[src/rtl/uart_pkg.sv]
// Shared UART definitions: state encoding, frame constants and divisor helper.
// Written so the UART receiver can adopt the same package later.
package uart_pkg;

    localparam int   DATA_BITS  = 8;
    localparam logic IDLE_LEVEL = 1'b1;

    localparam logic [2:0] S_IDLE   = 3'd0;
    localparam logic [2:0] S_START  = 3'd1;
    localparam logic [2:0] S_DATA   = 3'd2;
    localparam logic [2:0] S_PARITY = 3'd3;
    localparam logic [2:0] S_STOP   = 3'd4;

    typedef enum logic [2:0] {
        ST_IDLE   = S_IDLE,
        ST_START  = S_START,
        ST_DATA   = S_DATA,
        ST_PARITY = S_PARITY,
        ST_STOP   = S_STOP
    } uart_state_e;

    function automatic int calc_divisor(input int sysclk, input int baudrate);
        return sysclk / baudrate;
    endfunction

endpackage

[src/rtl/uart_baud_gen.sv]
// Bit-period down-counter: reload starts a bit at DIVISOR-1, tick is high
// on the final clock of the bit (count at zero). Saturates at zero.
module uart_baud_gen #(
    parameter int DIVISOR = 10,
    parameter int CNT_W   = $clog2(DIVISOR)
)(
    input  logic             clk,
    input  logic             rst,
    input  logic             reload,
    output logic [CNT_W-1:0] count,
    output logic             tick
);

    logic [CNT_W-1:0] count_reg;

    always_ff @(posedge clk) begin
        if (rst) begin
            count_reg <= '0;
        end else if (reload) begin
            count_reg <= CNT_W'(DIVISOR - 1);
        end else if (count_reg != '0) begin
            count_reg <= count_reg - CNT_W'(1);
        end
    end

    assign count = count_reg;
    assign tick  = (count_reg == '0);

endmodule

[src/rtl/uart_tx.sv]
// 8N1 UART transmitter with a one-byte holding register for gapless frames.
// Define UART_TX_PARITY_EN to insert a parity bit (PARITY_ODD selects odd).
module uart_tx
    import uart_pkg::*;
#(
    parameter int SYSCLK   = 100_000_000,
    parameter int BAUDRATE = 57600,
    parameter int DIVISOR  = calc_divisor(SYSCLK, BAUDRATE)
`ifdef UART_TX_PARITY_EN
    ,
    parameter bit PARITY_ODD = 1'b0
`endif
)(
    input  logic       clk,
    input  logic       rst,
    input  logic       tx_valid,
    input  logic [7:0] tx_data,
    output logic       tx_ready,
    output logic       txd,
    output logic       tx_busy,
    output logic       tx_done
);

    localparam int CNT_W = (DIVISOR > 1) ? $clog2(DIVISOR) : 1;

    uart_state_e      state_reg, state_next;
    logic [7:0]       shift_reg, shift_next;
    logic [2:0]       idx_reg, idx_next;
    logic [7:0]       hold_reg, hold_next;
    logic             full_reg, full_next;
    logic             ready_reg, txd_reg, busy_reg, done_reg;
    logic             txd_next, done_next, reload, accept;
    logic [CNT_W-1:0] baud_count;
    logic             baud_tick;
`ifdef UART_TX_PARITY_EN
    logic             par_reg, par_next;
`endif

    uart_baud_gen #(
        .DIVISOR (DIVISOR),
        .CNT_W   (CNT_W)
    ) u_baud (
        .clk    (clk),
        .rst    (rst),
        .reload (reload),
        .count  (baud_count),
        .tick   (baud_tick)
    );

    // ready_reg mirrors "holding register empty", so an accept never
    // collides with the handoff that empties it.
    assign accept = tx_valid & ready_reg;

    always_comb begin
        state_next = state_reg;
        shift_next = shift_reg;
        idx_next   = idx_reg;
        hold_next  = hold_reg;
        full_next  = full_reg;
        reload     = 1'b0;
`ifdef UART_TX_PARITY_EN
        par_next   = par_reg;
`endif
        case (state_reg)
            ST_IDLE: begin
                if (full_reg) begin
                    shift_next = hold_reg;
                    full_next  = 1'b0;
                    state_next = ST_START;
                    reload     = 1'b1;
`ifdef UART_TX_PARITY_EN
                    par_next   = (^hold_reg) ^ PARITY_ODD;
`endif
                end
            end
            ST_START: begin
                if (baud_tick) begin
                    state_next = ST_DATA;
                    idx_next   = '0;
                    reload     = 1'b1;
                end
            end
            ST_DATA: begin
                if (baud_tick) begin
                    shift_next = shift_reg >> 1;
                    reload     = 1'b1;
                    if (idx_reg == 3'(DATA_BITS - 1)) begin
`ifdef UART_TX_PARITY_EN
                        state_next = ST_PARITY;
`else
                        state_next = ST_STOP;
`endif
                    end else begin
                        idx_next = idx_reg + 3'd1;
                    end
                end
            end
`ifdef UART_TX_PARITY_EN
            ST_PARITY: begin
                if (baud_tick) begin
                    state_next = ST_STOP;
                    reload     = 1'b1;
                end
            end
`endif
            ST_STOP: begin
                if (baud_tick) begin
                    if (full_reg) begin
                        shift_next = hold_reg;
                        full_next  = 1'b0;
                        state_next = ST_START;
                        reload     = 1'b1;
`ifdef UART_TX_PARITY_EN
                        par_next   = (^hold_reg) ^ PARITY_ODD;
`endif
                    end else begin
                        state_next = ST_IDLE;
                    end
                end
            end
            default: state_next = ST_IDLE;
        endcase

        if (accept) begin
            hold_next = tx_data;
            full_next = 1'b1;
        end

        case (state_next)
            ST_START: txd_next = 1'b0;
            ST_DATA:  txd_next = shift_next[0];
`ifdef UART_TX_PARITY_EN
            ST_PARITY: txd_next = par_next;
`endif
            default:  txd_next = IDLE_LEVEL;
        endcase

        // Counter is 1 now, so it reads 0 (last stop clock) after this edge.
        done_next = (state_reg == ST_STOP) && (baud_count == CNT_W'(1));
    end

    always_ff @(posedge clk) begin
        if (rst) begin
            state_reg <= ST_IDLE;
            shift_reg <= '0;
            idx_reg   <= '0;
            hold_reg  <= '0;
            full_reg  <= 1'b0;
            ready_reg <= 1'b0;
            txd_reg   <= IDLE_LEVEL;
            busy_reg  <= 1'b0;
            done_reg  <= 1'b0;
`ifdef UART_TX_PARITY_EN
            par_reg   <= 1'b0;
`endif
        end else begin
            state_reg <= state_next;
            shift_reg <= shift_next;
            idx_reg   <= idx_next;
            hold_reg  <= hold_next;
            full_reg  <= full_next;
            ready_reg <= ~full_next;
            txd_reg   <= txd_next;
            busy_reg  <= (state_next != ST_IDLE);
            done_reg  <= done_next;
`ifdef UART_TX_PARITY_EN
            par_reg   <= par_next;
`endif
        end
    end

    assign tx_ready = ready_reg;
    assign txd      = txd_reg;
    assign tx_busy  = busy_reg;
    assign tx_done  = done_reg;

endmodule

[config.mk]
export PLATFORM = sky130hd
export DESIGN_NAME = uart_tx
export DESIGN_NICKNAME = d
export VERILOG_FILES = /design/src/rtl/uart_pkg.sv /design/src/rtl/uart_baud_gen.sv /design/src/rtl/uart_tx.sv
export SDC_FILE = /design/constraint.sdc
export NUM_CORES = 1
export LEC_CHECK = 0
export CORE_MARGIN = 8
export CORE_UTILIZATION = 61
export DETAILED_ROUTE_END_ITERATION = 8
export GPL_ROUTABILITY_DRIVEN = 1
export HOLD_SLACK_MARGIN = 0.12
export PLACE_DENSITY = 0.8
export SLEW_MARGIN = 5
export SYNTH_ARGS = -nofsm -noshare
export SYNTH_HDL_FRONTEND = slang
export SYNTH_HIERARCHICAL = 1
export SYNTH_SLANG_ARGS = --single-unit
[constraint.sdc]
create_clock -name clk -period 6.1 [get_ports clk]
set_clock_uncertainty 0.2 [all_clocks]
set_input_delay 1.525 -clock clk [delete_from_list [all_inputs] [get_ports clk]]
set_output_delay 1.525 -clock clk [all_outputs]
set_load 0.01 [all_outputs]
### Word-level counts from Yosys, hierarchy flattened

Index checks and enable logic that the tools add are counted.

| cells by class | value |
|---|---|
| $add $sub $neg | 2 |
| multiply operators | 0 |
| div/mod/pow operators | 0 |
| order comparisons | 0 |
| equal/unequal tests | 11 |
| shifts and indexed selects | 0 |
| muxes and demuxes | 25 |
| bitwise operators | 2 |
| reduce and logical (&&, ||, !) cells | 12 |

Operators by type and width:

| kind | count |
|---|---|
| 3-bit two-way mux | 8 |
| 8-bit two-way mux | 3 |
| 8-bit case mux with 3 select lines | 1 |
| 11-bit two-way mux | 2 |
| 3-bit case mux with 4 select lines | 1 |
| 11-bit by 1-bit equality test with 1-bit output, second input constant | 1 |
| 11-bit logical NOT | 1 |
| 11-bit nonzero test | 1 |
| 11-bit by 1-bit subtractor with 11-bit output, second input constant | 1 |
| 2-bit inequality test, second input constant | 4 |
| 3-bit by 1-bit equality test with 1-bit output, second input constant | 2 |
| 3-bit by 2-bit equality test with 1-bit output, second input constant | 2 |
| 3-bit equality test, second input constant | 2 |
| 1-bit two-way mux | 6 |
| 3-bit case mux with 2 select lines | 1 |
| 3-bit nonzero test | 2 |
| 1-bit case mux with 2 select lines | 2 |
| 4-bit AND reduction | 1 |
| 2-bit nonzero test | 2 |
| 2-bit OR reduction | 2 |
| 3-bit by 1-bit adder with 3-bit output, second input constant | 1 |
| 3-bit logical NOT | 1 |
| 1-bit case mux with 3 select lines | 1 |
| 3-bit AND reduction | 1 |
| other kinds (3) | 3 |

| word-level totals | value |
|---|---|
| flip-flop bits (word level) | 38 |
| latch bits | 0 |
| bits in writable memories | 0 |
| memory bits (read-only) | 0 |
| input port bits | 11 |
| output and inout bits | 4 |
| logic and storage cells | 64 |
| memories kept | 0 |

### Depth between registers and ports, before layout

Gate-level depths: netlist of run 1.

| logic depth | value |
|---|---|
| depth after elaboration | 6 |
| gate-level depth with buffers | 13 |
| mapped depth without buffers | 10 |

### Modules after synthesis

The synthesis of run 1 kept the hierarchy.

Modules (own cells, without submodules):

| module | instances | cells an instance | area each (µm²) |
|---|---|---|---|
| uart_tx | 1 | 152 | 1277.5 |
| uart_baud_gen | 1 | 72 | 616.8 |

### Worst setup path after synthesis of run 1

Ideal clock, no wire load.

| timing | value |
|---|---|
| path kind | register to register |
| from | register u_baud.count_reg[0], in the netlist u_baud/count[0] |
| to | register u_baud.count_reg[9], in the netlist u_baud/count[9] |
| library setup time | 136 ps |
| data arrival time | 2885 ps |
| slack | 2879 ps |
| cell stages (with the launch flop) | 14 |
| path buffers | 3 |
| clock period less this slack | 3221 ps |
| path through | dfxtp_1 -> inv_1 -> ha_1 -> or3b_1 -> clkbuf_1 -> nor3_1 -> buf_2 -> mux2_2 -> a22oi_1 -> o22ai_1 -> clkbuf_1 -> or4b_2 -> a2111oi_0 -> a211oi_1 |

| on the way | value |
|---|---|
| longest elaborated chain between the ends | 4 |

RTL lines:

| item | line | RTL |
|---|---|---|
| start, declared | uart_baud_gen.sv:14 | `logic [CNT_W-1:0] count_reg;` |
| start signal, assigned | uart_baud_gen.sv:20 | `count_reg <= CNT_W'(DIVISOR - 1);` |
| start signal, assigned | uart_baud_gen.sv:22 | `count_reg <= count_reg - CNT_W'(1);` |
| 11-bit logical NOT * | uart_baud_gen.sv:27 | `assign tick = (count_reg == '0);` |
| via baud_tick | uart_tx.sv:34 | `logic baud_tick;` |
| 1-bit two-way mux, on equally long branches | uart_tx.sv:107, uart_tx.sv:77, uart_tx.sv:84 |  |
| 1-bit case mux with 3 select lines * | uart_tx.sv:64 | `case (state_reg)` |
| via reload | uart_tx.sv:32 | `logic txd_next, done_next, reload, accept;` |
| 11-bit two-way mux or 2-bit nonzero test (tied branches) | n/a |  |

Mark *: on every way through the listed nets, which the timed path passes. The rest lies on a longest branch. The select of a mux whose other input is x is not followed.
A chain may end at the register's enable or synchronous reset.

### Worst setup path in the final report of run 1

| timing | value |
|---|---|
| from | register u_baud.count_reg[1], in the netlist u_baud/count[1] |
| to | register u_baud.count_reg[1], in the netlist u_baud/count[1] |

The elaborated chain is that of the path after synthesis.

==> flow_summary.yaml, run 1 <==
pwr:
  combinational_share_of_power_pct: 39.9
  pwr_density_cell_mw_per_mm2: 411
  p_leak_nw: 0.724
  seq_power_share_pct: 40.3
  clock_network_power_share_pct: 19.8
  netSwitchingFraction_pct: 40.0
  peakVddDrop_v: 0.000313
  internal_power_w: 0.000517
  switching_power_w: 0.000345
yosys:
  synth_warnings: 6
  post_synth_main_area_contributors: "sky130_fd_sc_hd__dfxtp_1 (40%), sky130_fd_sc_hd__a21oi_1 (5.8%), sky130_fd_sc_hd__nand2_1 (4.2%)"
  yosys-top-cells-count: "sky130_fd_sc_hd__dfxtp_1 (38), sky130_fd_sc_hd__a21oi_1 (22), sky130_fd_sc_hd__nand2_1 (21)"
  average_footprint_of_a_synthesized_cell_um2: 8.46
  synth_enable_flop_cells: 0
  synthCells: 224
  prevailing_post_synth_register_cell: "sky130_fd_sc_hd__dfxtp_1"
  postSynthRegisterBits: 38
  post-synth-top-area-cell: "sky130_fd_sc_hd__dfxtp_1"
  synth_top_area_share_pct: 40.2
  async_flop_share_pct: 0
  postSynthNetCount: 238
  post-synth-top-count-cell: "sky130_fd_sc_hd__dfxtp_1"
  yosysUniqueCellTypes: 51
  syn_area_mm2: 0.00189
  synth_sequential_area_ratio_pct: 40.2
clock_network:
  h-tree-depth: 2
  tritoncts: "done"
  clock_insertion_delay_worst_skew_ns: 0.35
  postCtsHoldBufs: 0
  total_clock_buffers_created_by_cts: 5
  cts_setup_buffers: 0
  cts.root.buffer_cell: "sky130_fd_sc_hd__clkbuf_4"
  max-clock-path-buffers: 2
  post_cts_resize_count: 0
  clk_pin_slew_ns: 0.11
  clock-sinks: 38
layout:
  fin_nets: 245
  layout-drive-gt1-share_pct: 8.62
  fillCellCount: 267
  final-seq-area_um2: 761
  fin_cells: 265
  flip_flop_count_of_the_largest_register_after_layout: 11
  syn2layout_area_growth_pct: 10.8
  antennaDiodeCount: 0
  area_taken_by_multi_input_logic_gates_mm2: 0.00105
global_route:
  groute.usage.overall_pct: 18.1
  pin_count_of_the_biggest_net_entering_global_routing: 27
  via_count_of_the_first_global_routing_pass: 1639
  global_route_wire_length_before_repair_mm: 7.62
  grt_overflow_total: 0
  grt_antenna_before_repair: 0
place:
  place_hpwl_mm: 3.02
  io_buffer_count: 14
  dp.cells: 257
  gp_congestion: 0.854
drt:
  detailedRoute.firstPassIterationCount: 4
  drcViolationCount: 0
  detail_route.vias_per_cell: 6.42
  route.antenna.remaining_nets: 0
  drt_wl_total_mm: 4.38
  wl_per_cell_um: 16.5
  drt_iter0_drc: 221
  dr_total_vias: 1700
critical_path:
  worst_path_largest_cell_delay_ns: 0.63
  worstReg2RegEnd: "u_baud/count[1]"
  critical_path_class: "reg2reg"
  timing.critical_path.fanout_max: 12
  crit_required_ns: 6.16
  register_to_register_path_setup_slack_ns: 2.37
  critical_path.top_delay_family: "simple AND/OR/NAND/NOR gates"
  worst-path-buf-inv: 2
  worst_setup_path_end_kind: "flop"
  cp-start-kind: "flop"
  crit_chain: "inv_1 -> ha_1 -> or3b_1 -> nor3_2 -> mux2_2 -> a22oi_1 -> o22ai_1 -> inv_1 -> o311a_2 -> a311oi_1"
  worst_reg_to_reg_cells: 10
  worst_path_most_repeated_cell: "sky130_fd_sc_hd__inv_1"
  worst_setup_path_startpoint: "u_baud/count[1]"
  critical-path-slowest-cell: "sky130_fd_sc_hd__nor3_2"
  worstPathArrival_ns: 3.79
  r2r_path_start: "u_baud/count[1]"
floorplan:
  floorplan.core_area_mm2: 0.00300
  starting_density_pct: 63.1
  floorplan.die.width_um: 71.7
  placementRows: 20
  design.die.area_mm2: 0.00514
  die_height_um: 71.7
  io_pins: 15
status:
  run_status: "finished, final reports clean"
timing:
  worst_pin_slew_ns: 1.11
  maxSlewHeadroom_pct: 25.0
  setup_viol: 0
  report.final.hold_viol_count: 0
  slew_violations: 0
  rsz_0062_raised_after_global_routing: "no"
  fin_setup_tns_ns: 0
  final.period_utilization_pct: 61.2
  fmax_mhz: 268
  period_needed_ns: 3.73
min_path:
  holdCritPathClass: "reg2reg"
  worst_hold_path.endpoint: "shift_reg[2]"
  timing.hold.worst_path_depth: 2
  hold_path_startpoint: "shift_reg[2]"
flow_run:
  cap_viol_max_count: 0
## layout make-up
type                            instances  area share (%)
Multi-Input combinational cell        165            50.1
Timing Repair Buffer                   15            7.03
Inverter                                6            1.07
Tap cell                               33            1.97
Sequential cell                        38            36.2
Clock inverter                          1            1.43
Clock buffer                            7            2.15
## worst max path at each step
| stage | to | depth (start not counted) |
|---|---|---|
| global placement | u_baud/count[1] | 10 |
| finish | u_baud/count[1] | 10 |
| global route | u_baud/count[1] | 10 |
| CTS | u_baud/count[1] | 10 |
| detailed placement | u_baud/count[1] | 10 |
| floorplan | u_baud/count[9] | 13 |
## worst min-delay path, cell delays in order (launching register included)
cell and delay, ns:
sky130_fd_sc_hd__dfxtp_1 0.33, sky130_fd_sc_hd__nand2_1 0.05, sky130_fd_sc_hd__o21ai_1 0.05
## layout by cell type (no fill, tap or decap), types with 3 or more instances in the layout
cell type and count:
sky130_fd_sc_hd__dfxtp_1 38, sky130_fd_sc_hd__a21oi_1 22, sky130_fd_sc_hd__nand2_1 21, sky130_fd_sc_hd__clkdlybuf4s50_1 14, sky130_fd_sc_hd__nand2b_1 10, sky130_fd_sc_hd__nor2_1 10
sky130_fd_sc_hd__nand3_1 10, sky130_fd_sc_hd__o21ai_1 8, sky130_fd_sc_hd__a22oi_1 7, sky130_fd_sc_hd__inv_1 6, sky130_fd_sc_hd__nor3_1 5, sky130_fd_sc_hd__a211oi_1 5
sky130_fd_sc_hd__nor4_1 5, sky130_fd_sc_hd__o21ai_0 5, sky130_fd_sc_hd__clkbuf_4 5, sky130_fd_sc_hd__mux2i_1 4, sky130_fd_sc_hd__or4_1 4, sky130_fd_sc_hd__a21o_1 3
sky130_fd_sc_hd__o31ai_1 3, sky130_fd_sc_hd__ha_1 3, sky130_fd_sc_hd__a31oi_1 3, sky130_fd_sc_hd__or2_2 3
## stage by stage
step / hold WS (ns) / instance area, µm² / worst slack (ns) / utilization [%] / total power [W]
final: 0.255 / 2100 / 2.37 / 69.9 / 0.000862
after floorplan: 0.229 / 1890 / 2.88 / - / 0.000606
after global placement: 0.237 / 2020 / 2.31 / 67.3 / 0.000666
after detailed placement: 0.243 / 2020 / 2.05 / 67.3 / 0.000679
after global routing: 0.285 / 2100 / 2.09 / 69.9 / 0.000918
after CTS: 0.259 / 2090 / 2.01 / 69.8 / 0.000848
## power by group through the flow
stage | combinational [W] | clock [W] | sequential, W
after floorplan | 0.000275 | 0 | 0.000331
after global placement | 0.000317 | 0 | 0.000349
after detailed placement | 0.000330 | 0 | 0.000349
after CTS | 0.000331 | 0.000173 | 0.000344
after global routing | 0.000382 | 0.000181 | 0.000354
final | 0.000344 | 0.000171 | 0.000347
## routing by layer
| metal | vias to the layer above | global-route usage, % | wire length [µm] |
|---|---|---|---|
| met1 | 799 | 22.6 | 2000 |
| met3 | 7 | 5.02 | 266 |
| li1 | 843 | - | - |
| met5 | - | 0 | 0 |
| met2 | 51 | 28.8 | 2040 |
| met4 | 0 | 6.58 | 66 |
## logic make-up after synthesis
logic type                 synth area share (%)
buffers and inverters                      4.56
and+or+nand+nor                            25.6
DFF                                        40.2
AOI/OAI and AO/OA                          24.4
muxes                                      3.30
adders and majority gates                  1.98
Power figures use the tool's default switching activity.
==> inputs of run 2 (changes only) <==
CORE_UTILIZATION = 51   (was 61)
PLACE_DENSITY = 0.71   (was 0.8)
clock period = 3.3 ns   (was 6.1 ns; I/O delays follow)
==> flow_summary.yaml, run 2 (synthesis gave the netlist of run 1 again) <==
clock_network:
  max-clock-path-buffers: 2
  cts_setup_buffers: 0
  clock_insertion_delay_worst_skew_ns: 0.27
  clk_pin_slew_ns: 0.07
  tritoncts: "done"
  h-tree-depth: 2
  clock-sinks: 38
  total_clock_buffers_created_by_cts: 5
  cts.root.buffer_cell: "sky130_fd_sc_hd__clkbuf_8"
critical_path:
  crit_required_ns: 3.25
  timing.critical_path.fanout_max: 6
  crit_chain: "inv_1 -> ha_1 -> or3b_1 -> nor3_2 -> mux2_2 -> a22oi_1 -> o22ai_1 -> or4b_2 -> a2111oi_1 -> a211oi_1"
  r2r_path_start: "u_baud/count[0]"
  cp-start-kind: "flop"
  worst_path_largest_cell_delay_ns: 0.64
  worst_setup_path_end_kind: "flop"
  critical_path_class: "reg2reg"
  worstReg2RegEnd: "u_baud/count[9]"
  critical-path-slowest-cell: "sky130_fd_sc_hd__or4b_2"
  worstPathArrival_ns: 3.01
  register_to_register_path_setup_slack_ns: 0.24
  worst_reg_to_reg_cells: 10
timing:
  setup_viol: 0
  rsz_0062_raised_after_global_routing: "no"
  final.period_utilization_pct: 92.8
  worst_pin_slew_ns: 1.08
  slew_violations: 0
  fin_setup_tns_ns: 0
  final.hold.worst_slack_ns: 0.253
  maxSlewHeadroom_pct: 27.6
  report.final.hold_viol_count: 0
  fmax_mhz: 326
  period_needed_ns: 3.06
drt:
  dr_total_vias: 1661
  detail_route.vias_per_cell: 5.83
  drt_wl_total_mm: 4.23
  drcViolationCount: 0
  route.antenna.remaining_nets: 0
  wl_per_cell_um: 14.9
  drt_iter0_drc: 172
  detailedRoute.firstPassIterationCount: 4
pwr:
  combinational_share_of_power_pct: 41.0
  internal_power_w: 0.000990
  peakVddDrop_v: 0.000527
  clock_network_power_share_pct: 19.6
  p_leak_nw: 0.758
  pwr_density_cell_mw_per_mm2: 745
  seq_power_share_pct: 39.4
  switching_power_w: 0.000629
  netSwitchingFraction_pct: 38.8
place:
  gp_congestion: 0.838
  io_buffer_count: 14
  place_hpwl_mm: 3.11
layout:
  final-seq-area_um2: 761
  area_taken_by_multi_input_logic_gates_mm2: 0.00105
  antennaDiodeCount: 0
  fin_nets: 250
  syn2layout_area_growth_pct: 14.7
  layout-drive-gt1-share_pct: 11.0
  flip_flop_count_of_the_largest_register_after_layout: 11
  layout.cells.most_common_list: "sky130_fd_sc_hd__dfxtp_1 (38), sky130_fd_sc_hd__a21oi_1 (22), sky130_fd_sc_hd__nand2_1 (21), sky130_fd_sc_hd__clkdlybuf4s50_1 (14)"
  fillCellCount: 330
  final_common_cell: "sky130_fd_sc_hd__dfxtp_1"
floorplan:
  starting_density_pct: 52.5
  floorplan.die.width_um: 76.9
  design.die.area_mm2: 0.00592
  floorplan.core_area_mm2: 0.00361
  die_height_um: 76.9
  placementRows: 22
  io_pins: 15
min_path:
  timing.hold.worst_path_depth: 2
  worst_hold_path.endpoint: "shift_reg[5]"
  holdCritPathClass: "reg2reg"
  hold_path_startpoint: "shift_reg[5]"
global_route:
  groute.usage.overall_pct: 14.5
  grt_overflow_total: 0
  via_count_of_the_first_global_routing_pass: 1510
  grt_antenna_before_repair: 0
  pin_count_of_the_biggest_net_entering_global_routing: 17
  global_route_wire_length_before_repair_mm: 7.18
flow_run:
  cap_viol_max_count: 0
status:
  run_status: "finished, final reports clean"
## run 2: cell type report
type / instances / area share (%)
well taps: 48 / 2.76
flip-flops and latches: 38 / 35.0
multi-input cells: 165 / 48.5
clock buffers: 7 / 3.97
clock inverters: 1 / 0.230
inverters: 6 / 1.04
repair buffers: 20 / 8.52
## run 2: worst max path at each step
stage,from,endpoint,cells past startpoint,slack (ns)
2_1_floorplan,u_baud/count[0],u_baud/count[9],13,0.08
3_3_place_gp,u_baud/count[0],u_baud/count[1],11,0.33
3_5_place_dp,u_baud/count[0],u_baud/count[1],11,0.22
4_1_cts,u_baud/count[0],u_baud/count[1],11,0.19
5_1_grt,u_baud/count[0],u_baud/count[9],10,0.01
6_report,u_baud/count[0],u_baud/count[9],10,0.24
## run 2: stage by stage
stage | setup slack, ns | cell area [µm²] | cells | utilization (%) | power [W]
floorplan | 0.0786 | 1890 | 224 | - | 0.00112
global placement | 0.327 | 2080 | 277 | 57.6 | 0.00128
detailed placement | 0.222 | 2080 | 277 | 57.6 | 0.00128
CTS | 0.189 | 2170 | 285 | 60.1 | 0.00160
global route | 0.0131 | 2170 | 285 | 60.3 | 0.00172
finish | 0.237 | 2170 | 285 | 60.3 | 0.00162
## run 2: what timing repair did
| item | in CTS | in global routing |
|---|---|---|
| endpoints found under the setup margin | 0 | 3 |
| hold buffers | 0 | 0 |
| resized for setup | 0 | 2 |
## run 2: critical path: cells and delay by family (launching register included)
family | cells | cell delay (ns)
AND/OR/NAND/NOR | 3 | 0.94
AO/OA/AOI/OAI | 4 | 0.79
flip-flops | 1 | 0.36
multiplexers | 1 | 0.32
adder cells (fa/ha/maj) | 1 | 0.25
buffers and inverters | 1 | 0.07
## run 2: metal layers
metal | vias to the layer above | track usage (%) | share of wire, %
met4 | 0 | 6.54 | 1.5
met5 | - | 0 | 0
met3 | 6 | 2.80 | 3.4
met1 | 770 | 18.6 | 47
li1 | 851 | - | -
met2 | 34 | 22.9 | 48
## run 2: power groups by stage
stage | combinational, W | sequential [W] | clock (W)
after CTS | 0.000640 | 0.000634 | 0.000330
after global routing | 0.000724 | 0.000652 | 0.000345
after detailed placement | 0.000636 | 0.000645 | 0
final | 0.000663 | 0.000637 | 0.000318
after floorplan | 0.000508 | 0.000613 | 0
after global placement | 0.000637 | 0.000644 | 0
==> inputs of run 3 (changes only) <==
ABC_AREA = 1   (was default)
CORE_UTILIZATION = 52   (was 51)
PLACE_DENSITY = 0.72   (was 0.71)
SETUP_SLACK_MARGIN = 0.2   (was default)
==> flow_summary.yaml, run 3 <==
yosys:
  largest_family_of_logic_cells_by_synthesized_area: "simple AND/OR/NAND/NOR gates"
  synth_top_area_share_pct: 38.3
  postSynthRegisterBits: 38
  yosys-top-cells-count: "sky130_fd_sc_hd__nand2_1 (76), sky130_fd_sc_hd__nor2_1 (52), sky130_fd_sc_hd__dfxtp_1 (38)"
  post-synth-top-count-cell: "sky130_fd_sc_hd__nand2_1"
  synth-xor-area-share_pct: 1.77
  postSynthNetCount: 306
  synth_warnings: 6
  average_footprint_of_a_synthesized_cell_um2: 6.80
  yosysUniqueCellTypes: 33
  synth_sequential_area_ratio_pct: 38.3
  synth_compound_gate_area_share_pct: 10.8
  synthMuxAreaShare_pct: 0
  prevailing_post_synth_register_cell: "sky130_fd_sc_hd__dfxtp_1"
  synth_enable_flop_cells: 0
  synth_simple_gate_area_share_pct: 38.6
  post_synth_main_area_contributors: "sky130_fd_sc_hd__dfxtp_1 (38%), sky130_fd_sc_hd__nand2_1 (14%), sky130_fd_sc_hd__nor2_1 (9.8%)"
  async_flop_share_pct: 0
  synth_fa_ha_area_share_pct: 1.89
  syn_area_mm2: 0.00198
  post-synth-top-area-cell: "sky130_fd_sc_hd__dfxtp_1"
  synthCells: 292
timing:
  fin_setup_tns_ns: 0
  period_needed_ns: 2.72
  rsz_0062_raised_after_global_routing: "no"
  maxSlewHeadroom_pct: 65.2
  setup_viol: 0
  final.period_utilization_pct: 82.4
  slew_violations: 0
  fmax_mhz: 368
  report.final.hold_viol_count: 0
  worst_pin_slew_ns: 0.519
clock_network:
  max-clock-path-buffers: 2
  cts_setup_buffers: 0
  tritoncts: "done"
  total_clock_buffers_created_by_cts: 5
  clk_pin_slew_ns: 0.07
  postCtsHoldBufs: 0
  clock-sinks: 38
  post_cts_resize_count: 0
  clock_insertion_delay_worst_skew_ns: 0.29
  cts.root.buffer_cell: "sky130_fd_sc_hd__clkbuf_8"
  h-tree-depth: 2
global_route:
  via_count_of_the_first_global_routing_pass: 1675
  global_route_wire_length_before_repair_mm: 7.35
  groute.usage.overall_pct: 14.6
  globalRoute.busiestLayer: "met2"
  grt.met1_usage_pct: 17.3
  pin_count_of_the_biggest_net_entering_global_routing: 20
  grt_overflow_total: 0
  grt_use_met2_pct: 23.9
  grtUsageMet3_pct: 4.15
  grt_antenna_before_repair: 0
pwr:
  pwr_density_cell_mw_per_mm2: 726
  peakVddDrop_v: 0.000584
  p_leak_nw: 1.05
drt:
  drcViolationCount: 0
  detail_route.vias_per_cell: 4.98
  detailedRoute.firstPassIterationCount: 4
  drt_wl_total_mm: 4.07
  dr_total_vias: 1774
  drt_iter0_drc: 107
  wl_per_cell_um: 11.4
  route.antenna.remaining_nets: 0
layout:
  final-seq-area_um2: 761
  syn2layout_area_growth_pct: 12.4
  area_taken_by_multi_input_logic_gates_mm2: 0.00105
  final_common_cell: "sky130_fd_sc_hd__nand2_1"
  layout.cells.most_common_list: "sky130_fd_sc_hd__nand2_1 (76), sky130_fd_sc_hd__nor2_1 (52), sky130_fd_sc_hd__dfxtp_1 (38), sky130_fd_sc_hd__inv_1 (29), sky130_fd_sc_hd__o21ai_0 (20)"
  antennaDiodeCount: 0
  postLayoutCoreUtil_pct: 60.9
  fillCellCount: 348
  flip_flop_count_of_the_largest_register_after_layout: 11
  fin_cells: 356
  layout-drive-gt1-share_pct: 7.14
  fin_nets: 322
  post-route-cell-area_mm2: 0.00223
floorplan:
  floorplan.core_area_mm2: 0.00366
  die_height_um: 77.8
  floorplan.die.width_um: 77.8
  io_pins: 15
  placementRows: 22
  starting_density_pct: 54.2
  design.die.area_mm2: 0.00605
critical_path:
  crit_end: "u_baud/count[8]"
  worst_reg_to_reg_cells: 11
  r2r_path_start: "u_baud/count[0]"
  timing.critical_path.fanout_max: 11
  worstReg2RegEnd: "u_baud/count[8]"
  critical_path_class: "reg2reg"
  worst_setup_path_startpoint: "u_baud/count[0]"
  worstPathArrival_ns: 2.73
  crit_required_ns: 3.32
  worst_setup_path_end_kind: "flop"
  cp-start-kind: "flop"
  register_to_register_path_setup_slack_ns: 0.58
place:
  gp_congestion: 0.866
  postPlaceCellArea_mm2: 0.00215
  dp.cells: 349
  io_buffer_count: 14
  place_hpwl_mm: 2.95
flow_run:
  cap_viol_max_count: 0
min_path:
  holdCritPathClass: "reg2reg"
status:
  run_status: "finished, final reports clean"
run 3: cell count changes in the layout (fill, tap and decap cells not counted), sizes merged, moves of 5 or more:
cell,change
inv,+26
a211oi,-5
o21ai,+8
a21oi,-9
buf,-5
nand2,+57
nor2,+46
nor3,-5
a22oi,-5
nand2b,-10
nand3,+10
run 3: where the power goes:
group,internal [W],switching (W)
clock,0.000145,0.000152
combinational,0.000265,0.000421
sequential,0.000548,0.0000872
total,0.000958,0.000660
run 3: stage by stage:
step                hold WS (ns)  setup WS (ns)  power, W
floorplan                  0.245          0.983   0.00121
global placement           0.267          0.590   0.00133
detailed placement         0.266          0.549   0.00133
CTS                        0.277          0.547   0.00164
global route               0.311          0.312   0.00177
finish                     0.275          0.582   0.00162
run 3: area by class of cell:
| type | count | share of cell area, % |
|---|---|---|
| clock buffer | 7 | 3.42 |
| inverter | 35 | 5.95 |
| multi-input combinational | 213 | 47.2 |
| sequential | 38 | 34.1 |
| tap | 48 | 2.69 |
| timing repair buffer | 15 | 6.62 |
run 3: cells by family after synthesis:
logic type / Yosys count
flops: 38
fa+ha+maj: 3
buf+inv: 41
xor+xnor: 4
compound gates: 40
simple gates: 166
run 3: worst min path at each step:
stage | startpoint | to | slack, ns | depth (start not counted)
6_report | hold_reg[0] | hold_reg[0] | 0.28 | 2
3_5_place_dp | hold_reg[0] | hold_reg[0] | 0.27 | 2
5_1_grt | hold_reg[1] | hold_reg[1] | 0.31 | 2
3_3_place_gp | hold_reg[0] | hold_reg[0] | 0.27 | 2
4_1_cts | hold_reg[0] | hold_reg[0] | 0.28 | 2
2_1_floorplan | hold_reg[0] | hold_reg[0] | 0.24 | 2
run 3: critical path: stages (launching register included):
cell and delay [ns]:
sky130_fd_sc_hd__dfxtp_1 0.39, sky130_fd_sc_hd__inv_1 0.10, sky130_fd_sc_hd__ha_1 0.26, sky130_fd_sc_hd__nand3_4 0.14, sky130_fd_sc_hd__nor2_8 0.06, sky130_fd_sc_hd__nand3_4 0.11, sky130_fd_sc_hd__clkinv_2 0.19, sky130_fd_sc_hd__o21ai_1 0.47
sky130_fd_sc_hd__o221ai_1 0.19, sky130_fd_sc_hd__clkinv_1 0.19, sky130_fd_sc_hd__nand2_1 0.15, sky130_fd_sc_hd__nor3_1 0.19
run 3: layer usage:
layer  up-vias  share of wire (%)
met5         -                  0
met4         0                1.8
met3         6                4.0
met1       781                 48
li1        957                  -
met2        30                 46
